--- src/rtl/ebc_pkg.sv ---
// Shared types and constants for the event-based camera packetizer.
// EBC_TIMESTAMP_EN adds the timestamp field to every packet.
package ebc_pkg;

  localparam int X_AW_DEF   = 2;
  localparam int Y_AW_DEF   = 2;
  localparam int TS_W_DEF   = 16;
  localparam int DROP_CNT_W = 8;

`ifdef EBC_TIMESTAMP_EN
  localparam bit TS_EN = 1'b1;
`else
  localparam bit TS_EN = 1'b0;
`endif

  function automatic int pkt_w(input int x_aw, input int y_aw, input int ts_w);
    return (TS_EN ? ts_w : 0) + 1 + y_aw + x_aw;
  endfunction

  typedef struct packed {
`ifdef EBC_TIMESTAMP_EN
    logic [TS_W_DEF-1:0] ts;
`endif
    logic                last;
    logic [Y_AW_DEF-1:0] y;
    logic [X_AW_DEF-1:0] x;
  } evt_pkt_t;

endpackage

--- src/rtl/ebc_sync_fifo.sv ---
// Show-ahead synchronous FIFO with a registered head word, simultaneous
// push/pop when full, and a synchronous flush.
module ebc_sync_fifo #(
  parameter int DEPTH = 8,
  parameter int WIDTH = 8
) (
  input  logic                     clk,
  input  logic                     reset_n,
  input  logic                     push_i,
  input  logic [WIDTH-1:0]         wdata_i,
  input  logic                     pop_i,
  input  logic                     flush_i,
  output logic [WIDTH-1:0]         rdata_o,
  output logic                     valid_o,
  output logic                     full_o,
  output logic [$clog2(DEPTH):0]   count_o
);

  localparam int AW = $clog2(DEPTH);
  localparam int CW = AW + 1;

  logic [WIDTH-1:0] mem_q [DEPTH];
  logic [AW-1:0]    wr_ptr_q, rd_ptr_q, rd_ptr_d;
  logic [CW-1:0]    count_q;
  logic [WIDTH-1:0] rdata_q, rdata_d;
  logic             wr_en, rd_en;

  assign valid_o  = (count_q != '0);
  assign full_o   = (count_q == CW'(DEPTH));
  assign rd_en    = pop_i && valid_o;
  assign wr_en    = push_i && (!full_o || rd_en);
  assign rd_ptr_d = rd_ptr_q + AW'(rd_en);

  // The head register bypasses the write data when the new head slot is
  // being written this very cycle (empty, or one entry being replaced).
  always_comb begin
    rdata_d = mem_q[rd_ptr_d];
    if (wr_en && (wr_ptr_q == rd_ptr_d)) rdata_d = wdata_i;
  end

  // NOTE: sequential state uses non-blocking assignments so every flop
  // samples the pre-edge values, independent of process ordering.
  always_ff @(posedge clk or negedge reset_n) begin
    if (!reset_n) begin
      wr_ptr_q <= '0;
      rd_ptr_q <= '0;
      count_q  <= '0;
      rdata_q  <= '0;
    end else if (flush_i) begin
      wr_ptr_q <= '0;
      rd_ptr_q <= '0;
      count_q  <= '0;
      rdata_q  <= '0;
    end else begin
      if (wr_en) wr_ptr_q <= wr_ptr_q + AW'(1);
      rd_ptr_q <= rd_ptr_d;
      count_q  <= count_q + CW'(wr_en) - CW'(rd_en);
      rdata_q  <= rdata_d;
    end
  end

  // NOTE: storage is deliberately not reset; occupancy is tracked by the
  // pointers and count, so stale contents are never presented as valid.
  always_ff @(posedge clk) begin
    if (wr_en) mem_q[wr_ptr_q] <= wdata_i;
  end

  assign rdata_o = rdata_q;
  assign count_o = count_q;

endmodule

--- src/rtl/ebc_event_packetizer.sv ---
// Stamps arbiter grants into packets, buffers them and streams them out.
// EBC_TIMESTAMP_EN enables the free-running timestamp and its wrap pulse.
module ebc_event_packetizer
  import ebc_pkg::*;
#(
  parameter  int X_AW     = X_AW_DEF,
  parameter  int Y_AW     = Y_AW_DEF,
  parameter  int TS_W     = TS_W_DEF,
  parameter  int DEPTH    = 8,
  parameter  int AFULL_TH = 2,
  localparam int PKT_W    = pkt_w(X_AW, Y_AW, TS_W)
) (
  input  logic                  clk,
  input  logic                  reset_n,
  input  logic                  evt_valid_i,
  input  logic [X_AW-1:0]       x_add_i,
  input  logic [Y_AW-1:0]       y_add_i,
  input  logic                  grp_release_i,
  input  logic                  flush_i,
  output logic                  stall_o,
  output logic                  m_valid_o,
  input  logic                  m_ready_i,
  output logic [PKT_W-1:0]      m_data_o,
  output logic [DROP_CNT_W-1:0] drop_cnt_o,
  output logic                  ovf_o,
  output logic                  ts_wrap_o
);

  localparam int CW = $clog2(DEPTH) + 1;

  logic [CW-1:0]         fifo_count;
  logic                  fifo_full, pop, drop;
  logic [PKT_W-1:0]      pkt;
  logic [DROP_CNT_W-1:0] drop_cnt_q, drop_cnt_d;
  logic                  ovf_q, ovf_d;

`ifdef EBC_TIMESTAMP_EN
  logic [TS_W-1:0] ts_q;
  logic            ts_wrap_q;

  // Free-running; flush leaves it alone so packet times stay monotonic.
  always_ff @(posedge clk or negedge reset_n) begin
    if (!reset_n) begin
      ts_q      <= '0;
      ts_wrap_q <= 1'b0;
    end else begin
      ts_q      <= ts_q + TS_W'(1);
      ts_wrap_q <= &ts_q;
    end
  end

  assign pkt       = {ts_q, grp_release_i, y_add_i, x_add_i};
  assign ts_wrap_o = ts_wrap_q;
`else
  assign pkt       = {grp_release_i, y_add_i, x_add_i};
  assign ts_wrap_o = 1'b0;
`endif

  assign pop  = m_valid_o && m_ready_i;
  assign drop = evt_valid_i && fifo_full && !pop;

  ebc_sync_fifo #(
    .DEPTH (DEPTH),
    .WIDTH (PKT_W)
  ) u_fifo (
    .clk     (clk),
    .reset_n (reset_n),
    .push_i  (evt_valid_i),
    .wdata_i (pkt),
    .pop_i   (m_ready_i),
    .flush_i (flush_i),
    .rdata_o (m_data_o),
    .valid_o (m_valid_o),
    .full_o  (fifo_full),
    .count_o (fifo_count)
  );

  // NOTE: defaults are assigned first so no path leaves a variable
  // unassigned, which would otherwise infer a latch.
  always_comb begin
    drop_cnt_d = drop_cnt_q;
    ovf_d      = ovf_q;
    if (flush_i) begin
      drop_cnt_d = '0;
      ovf_d      = 1'b0;
    end else if (drop) begin
      ovf_d = 1'b1;
      if (drop_cnt_q != '1) drop_cnt_d = drop_cnt_q + DROP_CNT_W'(1);
    end
  end

  always_ff @(posedge clk or negedge reset_n) begin
    if (!reset_n) begin
      drop_cnt_q <= '0;
      ovf_q      <= 1'b0;
    end else begin
      drop_cnt_q <= drop_cnt_d;
      ovf_q      <= ovf_d;
    end
  end

  // Asserted early enough that grants already in flight still fit.
  assign stall_o    = (CW'(DEPTH) - fifo_count) <= CW'(AFULL_TH);
  assign drop_cnt_o = drop_cnt_q;
  assign ovf_o      = ovf_q;

endmodule

--- config.mk ---
export PLATFORM = sky130hd
export DESIGN_NAME = ebc_event_packetizer
export DESIGN_NICKNAME = d
export VERILOG_FILES = /design/src/rtl/ebc_pkg.sv /design/src/rtl/ebc_sync_fifo.sv /design/src/rtl/ebc_event_packetizer.sv
export SDC_FILE = /design/constraint.sdc
export NUM_CORES = 1
export LEC_CHECK = 0
export CORE_UTILIZATION = 62
export CTS_CLUSTER_DIAMETER = 80
export DETAILED_ROUTE_END_ITERATION = 8
export PLACE_DENSITY = 0.85
export SLEW_MARGIN = 20
export SYNTH_ARGS = -nofsm -noshare
export SYNTH_HDL_FRONTEND = slang
export SYNTH_HIERARCHICAL = 1
export SYNTH_SLANG_ARGS = --single-unit
--- constraint.sdc ---
create_clock -name clk -period 3.8 [get_ports clk]
set_clock_uncertainty 0.2 [all_clocks]
set_input_delay 0.57 -clock clk [delete_from_list [all_inputs] [get_ports clk]]
set_output_delay 0.57 -clock clk [all_outputs]
set_load 0.005 [all_outputs]
## Word-level counts from Yosys, hierarchy flattened

Memories as Yosys holds them, arrays and structs flattened.
Cells that the tools add are included.

- Bits of input ports: 10
- Register bits: 24
- Bits in writable memories: 40
- Memories: 1
- Output and inout port bits: 17

- Equal/unequal tests: 3
- Mux-type cells: 13
- Reduce and logical (&&, ||, !) cells: 13
- $add $sub $neg: 6
- Magnitude comparators: 1

Memory list:

| name | depth | width | rd ports | clocked after Yosys merged registers in | write ports | RTL line | text |
|---|---|---|---|---|---|---|---|
| u_fifo.mem_q | 8 | 5 | 1 | 0 | 1 | ebc_sync_fifo.sv:22 | `logic [WIDTH-1:0] mem_q [DEPTH];` |

Operators by type and width:

| kind | number |
|---|---|
| 8-bit 2-to-1 mux | 3 |
| 5-bit 2-to-1 mux | 2 |
| 3-bit 2-to-1 mux | 3 |
| 8-bit by 1-bit adder with 8-bit output, second input constant | 1 |
| 8-bit != test, second input constant | 1 |
| 2-bit nonzero test | 3 |
| 1-bit logical AND | 5 |
| 4-bit by 1-bit adder with 4-bit output | 1 |
| 4-bit equality test, second input constant | 1 |
| 4-bit by 2-bit less-or-equal comparator with 1-bit output, second input constant | 1 |
| 1-bit 2-to-1 mux | 4 |
| 4-bit 2-to-1 mux | 1 |
| 4-bit nonzero test | 1 |
| 4-bit by 1-bit subtractor with 4-bit output | 1 |
| 4-bit subtractor, first input constant | 1 |
| 3-bit by 1-bit adder with 3-bit output | 1 |
| 3-bit by 1-bit adder with 3-bit output, second input constant | 1 |
| 3-bit equality test | 1 |
| 1-bit logical NOT | 2 |
| 2-bit AND reduction | 1 |
| 1-bit logical OR | 1 |

## Logic depth before layout (Yosys ltp)

- Depth in word-level cells: 7
- Depth in mapped cells: 11

## Hierarchy

Netlist, hierarchy kept.

By module, submodules not included:

| module | times used | cells each | area an instance (um^2) |
|---|---|---|---|
| ebc_sync_fifo | 1 | 145 | 2,419.8 |
| ebc_event_packetizer | 1 | 70 | 660.6 |

## Worst setup path after synthesis

No wires, ideal clock.

- Path type: register -> register
- Start point: register u_fifo.count_q[2], in the netlist u_fifo/count_o[2]
- End point: register u_fifo.rdata_q[3], in the netlist u_fifo/rdata_o[3]
- Period minus slack after synthesis: 2.591 ns
- Data required time: 3.496 ns
- Data arrival time: 2.287 ns
- Cell stages (with the launch flop): 12
- Path slack: 1.209 ns
- Path buffers: 0
- Path through: dfrtp_1 inv_1 ha_1 nand2_1 nand2_1 inv_1 ha_1 ha_1 xor3_1 nor3_4 nand2_2 a221oi_1

- Cells in the longest elaborated chain, start to end: 7
- Elaborated cells between the ends (all ways): 12
- Those cells by class: add/sub (1); eq/ne (2); mux (2); reduce/logical (6); memory (1)

Ends and longest elaborated chain:

| element | RTL line | text |
|---|---|---|
| from (decl) | ebc_sync_fifo.sv:24 | `logic [CW-1:0] count_q;` |
| from (signal assigned) | ebc_sync_fifo.sv:57 | `count_q <= count_q + CW'(wr_en) - CW'(rd_en);` |
| 4-bit nonzero test (*) | ebc_sync_fifo.sv:28 | `assign valid_o = (count_q != '0);` |
| named net m_valid_o | ebc_event_packetizer.sv:21 | `output logic m_valid_o,` |
| 1-bit logical AND (*) | ebc_sync_fifo.sv:30 | `assign rd_en = pop_i && valid_o;` |
| branches (longest 3 deep; another with memory 8 x 5 bit) | n/a |  |
| 5-bit 2-to-1 mux (*) | ebc_sync_fifo.sv:38 | `if (wr_en && (wr_ptr_q == rd_ptr_d)) rdata_d = wdata_i;` |
| 5-bit 2-to-1 mux (*) | ebc_sync_fifo.sv:49 | `end else if (flush_i) begin` |
| to (signal assigned) | ebc_sync_fifo.sv:58 | `rdata_q <= rdata_d;` |
| to (decl) | ebc_sync_fifo.sv:25 | `logic [WIDTH-1:0] rdata_q, rdata_d;` |

Mark *: on every way through the listed nets, which the timed path passes.
A chain may end at the register's enable or synchronous reset.

## Worst setup path in the final report

- Start point: register u_fifo.count_q[2], in the netlist u_fifo/count_o[2]
- End point: register u_fifo.rdata_q[3], in the netlist u_fifo/rdata_o[3]

- Cells in the longest elaborated chain, start to end: 7
- Elaborated cells between the ends (all ways): 12
- Those cells by class: add/sub (1); eq/ne (2); mux (2); reduce/logical (6); memory (1)

Ends and longest elaborated chain:

| element | RTL line |
|---|---|
| branches (longest 5 deep; another with memory 8 x 5 bit) | n/a |
| 5-bit 2-to-1 mux (*) | ebc_sync_fifo.sv:38 |
| 5-bit 2-to-1 mux (*) | ebc_sync_fifo.sv:49 |

Mark *: on every way between the ends.

==> impl_summary.txt <==
----------------------------------------------------
[Global route]
  Number of antenna violations at the first check in global routing ... 0
  Global-route wire length before repair ... 8660 um
  Total routing usage reported by global routing ... a little under a quarter
  Maximum number of pins on one net before global-route repair ... 25
  Vias in the first global route ... 1,760
  Residual overflow from global routing ... 0

[Setup path]
  Endpoint of the worst-slack reg-to-reg timing path ... u_fifo/rdata_o[3]
  R2r startpoint ... u_fifo/count_o[2]
  Crit Path Max Fanout ... 12
  Data arrival time at the worst-slack endpoint ... 3040 ps
  Cell depth of the worst flop-to-flop path ... 11
  Crit. End Element ... flop
  Worst setup path category ... reg2reg
  Reg2Reg Setup Slack ... just under 800 ps
  Data required time of the worst path ... approximately 3800 ps
  Type of origin of the critical path ... flop

[Timing]
  Max_slew headroom ... a little over half
  Final hold slack ... between 15 and 20 ps
  Final cycle utilization of the critical path ... between 70% and 80%
  Maximum frequency from static timing analysis ... 332 MHz
  Max-slew violation count ... 0
  Time the final worst path needs with I/O delays and setup ... 3010 ps
  Post-route setup slack ... 786 ps
  Setup total negative slack ... 0 ps
  Final hold violation count ... 0
  Unrepaired setup endpoints after global routing ... no
  Setup violations, final ... 0
  Transition at the pin with the smallest max-transition slack ... just over 700 ps

[Synthesis]
  Sequential share of the synthesized area ... 58.5%
  Post-synthesis async set-or-reset flop share ... between 30 and 40%
  Number of synthesized flops with an enable pin ... 40
  Prevailing post-synth register cell ... sky130_fd_sc_hd__edfxtp_1
  Post-synthesis cell area ... between 0.003 and 0.004 sq mm
  Synthesized area per cell ... between 10 and 15 sq um
  Number of distinct library cell variants in the gate-level netlist after synthesis ... 57
  Post-Synthesis Net Count ... roughly 240
  Top area cells in the synthesized netlist ... sky130_fd_sc_hd__edfxtp_1 (39%), sky130_fd_sc_hd__dfrtp_1 (19%), sky130_fd_sc_hd__mux4_2 (7.3%)
  FF+latch count, synth ... 64
  Count of synthesis-stage warnings from yosys ... 6
  Cell count after synthesis ... ~220
  Area leader, netlist ... sky130_fd_sc_hd__edfxtp_1
  Area fraction of the dominant cell type after synthesis ... between 30 and 40%

[Pwr]
  Switching Fraction ... around 31%
  Flop pwr share ... about two fifths
  Fraction of power consumed by combinational cells ... between 30% and 40%
  Sw Pwr ... about 0.71 mW
  Worst vdd rail ir drop ... 407 uV
  PD cells ... 633 mW/mm^2
  Internal ... about 1.6 mW
  Post-route total power ... ~2.3 mW
  Clock power frac ... a little under a quarter
  Leakage power ... roughly 1.4 nW

[Clock network]
  Clk Latency, worst-skew pair ... about 330 ps
  Clock root buffer master ... sky130_fd_sc_hd__clkbuf_8
  Clock tree from TritonCTS ... done
  Hold bufs inserted after CTS ... 0
  Number of gates given a new drive strength after cts ... 0
  Post-CTS setup repair buffer count ... 0
  Number of buffers added by the clock tree synthesis step ... 9
  Clock transition at the registers of the reported paths ... approximately 70 ps
  Maximum buffer depth of the clock tree ... 2
  Total clock sinks ... 64
  Maximum level of the CTS H-tree ... 3

[Outcome]
  Run status ... finished, final reports clean

[Detailed routing]
  Number of search-and-repair iterations in the first detailed-routing pass ... 4
  Violation count after the first detailed-route iteration ... about 120
  Via total after detailed routing ... about 1,800
  Highest routed metal layer ... met4
  Wirelength, routed ... 5260 um
  Wire length the detailed router placed on met1 ... between 2000 and 2500 um
  DR WL met2 ... 2460 um
  Routed vias/inst ... roughly 5.6
  Number of antenna-violating nets in the routed design ... 0
  DRC violation count after routing ... 0
  DR WL met3 ... a little over 300 um
  Average wire per standard cell ... approximately 16 um

[Flow run]
  Count of max-cap constraint violations ... 0

[Place]
  Estimated wirelength of the detail-placed design ... around 3700 um
  Setup slack at placement ... between 500 and 600 ps
  IO buf count ... 25
  GP Congestion ... between 0.7 and 0.8
  Placed Area ... 0.00341 sq mm

[Finish]
  Share of final-layout standard cells stronger than drive strength 1 ... 17.5%
  Total number of nets in the final design ... roughly 270
  Final cell area excluding filler cells ... roughly 0.0036 sq mm
  # diodes ... 0
  Post-synthesis to final-layout area growth ... 16.5%

[Floorplanning]
  Std-Cell Core Area ... roughly 0.0048 sq mm
  Initial core utilization ... between 60% and 70%
  Total I/O pin count ... 27
  Vertical die dimension ... between 70 and 80 um
  Standard-cell row count ... 25
  Horizontal die dimension ... about 72 um
  Die area ... around 0.0053 sq mm

[Hold path]
  Min-Delay Path Class ... in2async

----------------------------------------------------
==> worst max path at each step <==
stage | endpoint | slack (ps) | startpoint | cells past startpoint
detailed placement | u_fifo/rdata_o[1] | 540 | m_ready_i | 9
global route | u_fifo/rdata_o[2] | 540 | u_fifo/count_o[2] | 11
global placement | u_fifo/rdata_o[3] | 630 | m_ready_i | 9
floorplan | u_fifo/rdata_o[3] | 1210 | u_fifo/count_o[2] | 11
finish | u_fifo/rdata_o[3] | 790 | u_fifo/count_o[2] | 11
CTS | u_fifo/rdata_o[1] | 770 | u_fifo/count_o[2] | 11
==> cells by family (layout without fill, tap and decap cells) <==
kind of cell / Yosys count / count (layout) / synth area share, %
compound gates: 27 / 27 / 6.62
flops: 64 / 64 / 58.5
fa+ha+maj: 12 / 12 / 5.12
buf+inv: 20 / 62 / 3.86
simple gates: 63 / 63 / 12.2
xor+xnor: 8 / 8 / 2.76
other cells: 1 / 1 / 0.122
mux: 20 / 20 / 10.8
==> per-layer routing <==
layer / vias to the layer above / track usage, %
met3: 6 / 6.11
li1: 881 / -
met4: 0 / 9.80
met5: - / 0
met1: 895 / 33.2
met2: 45 / 33.2
==> state kept, by name, indices dropped and copies added, names as in the netlist <==
name	count
drop_cnt_o	8
ovf_o	1
u_fifo/count_o	4
u_fifo/mem_q	40
u_fifo/rd_ptr_q	3
u_fifo/rdata_o	5
u_fifo/wr_ptr_q	3
==> critical path, cell delays in order (launching register included) <==
cell and delay, ps:
sky130_fd_sc_hd__dfrtp_1 390, sky130_fd_sc_hd__inv_1 110, sky130_fd_sc_hd__ha_1 190, sky130_fd_sc_hd__nand2_1 110, sky130_fd_sc_hd__nand2_1 140, sky130_fd_sc_hd__inv_1 50, sky130_fd_sc_hd__ha_1 170, sky130_fd_sc_hd__ha_1 630
sky130_fd_sc_hd__xor2_1 190, sky130_fd_sc_hd__nor3_4 300, sky130_fd_sc_hd__nand2_2 130, sky130_fd_sc_hd__a221oi_1 300
==> power groups by stage <==
stage / Clock (mW) / Combinational [mW] / Sequential, mW
4_1_cts: 0.553 / 0.865 / 0.879
2_1_floorplan: 0 / 0.651 / 0.876
3_5_place_dp: 0 / 0.857 / 0.893
6_report: 0.540 / 0.854 / 0.879
5_1_grt: 0.580 / 0.938 / 0.887
3_3_place_gp: 0 / 0.834 / 0.891
==> synth_stat cells, drive strengths merged, types with 2 or more instances <==
| cell | n |
|---|---|
| a21oi | 7 |
| xnor2 | 3 |
| or2 | 2 |
| a31oi | 2 |
| nand2 | 11 |
| nor4b | 2 |
| inv | 11 |
| dfrtp | 24 |
| edfxtp | 40 |
| nor3b | 3 |
| and4 | 2 |
| nor2b | 8 |
| o21ai | 2 |
| clkbuf | 4 |
| a211oi | 4 |
| mux2 | 3 |
| and3 | 2 |
| buf | 5 |
| mux2i | 7 |
| nor4 | 2 |
| nand3 | 4 |
| nand2b | 2 |
| ha | 11 |
| and2 | 3 |
| nor3 | 4 |
| mux4 | 10 |
| nor2 | 14 |
| a221oi | 5 |
| xor2 | 4 |
==> metrics by stage <==
stage / std cells / util (%)
after floorplan: 215 / -
after global placement: 308 / 71.8
after detailed placement: 308 / 71.8
after CTS: 324 / 75.6
after global routing: 324 / 75.5
final: 324 / 75.5
==> cells in the final DEF, fill, tap and decap left out, types with 3 or more instances in the layout <==
| master | Yosys | layout |
|---|---|---|
| sky130_fd_sc_hd__nor3_1 | 3 | 3 |
| sky130_fd_sc_hd__xnor2_1 | 3 | 3 |
| sky130_fd_sc_hd__mux4_2 | 10 | 10 |
| sky130_fd_sc_hd__a21oi_1 | 7 | 7 |
| sky130_fd_sc_hd__edfxtp_1 | 40 | 40 |
| sky130_fd_sc_hd__mux2i_1 | 7 | 7 |
| sky130_fd_sc_hd__ha_1 | 11 | 11 |
| sky130_fd_sc_hd__nor2_1 | 14 | 14 |
| sky130_fd_sc_hd__nand3_1 | 4 | 4 |
| sky130_fd_sc_hd__clkdlybuf4s50_1 | 0 | 24 |
| sky130_fd_sc_hd__clkbuf_1 | 1 | 3 |
| sky130_fd_sc_hd__a221oi_1 | 5 | 5 |
| sky130_fd_sc_hd__inv_1 | 11 | 11 |
| sky130_fd_sc_hd__dfrtp_1 | 24 | 24 |
| sky130_fd_sc_hd__a211oi_1 | 3 | 3 |
| sky130_fd_sc_hd__nand2_1 | 9 | 9 |
| sky130_fd_sc_hd__clkbuf_8 | 3 | 9 |
| sky130_fd_sc_hd__buf_4 | 1 | 10 |
| sky130_fd_sc_hd__nor3b_1 | 3 | 3 |
| sky130_fd_sc_hd__nor2b_1 | 8 | 8 |
| sky130_fd_sc_hd__xor2_1 | 4 | 4 |
==> area by class of cell <==
type / count / area, sq um
well taps: 67 / 83.8
repair buffers: 35 / 320
fillers: 314 / 1170
clock inverters: 4 / 46.3
multi-input cells: 131 / 1160
clock buffers: 12 / 135
inverters: 11 / 41.3
flip-flops and latches: 64 / 1800
(Power assumes the default switching activity.)
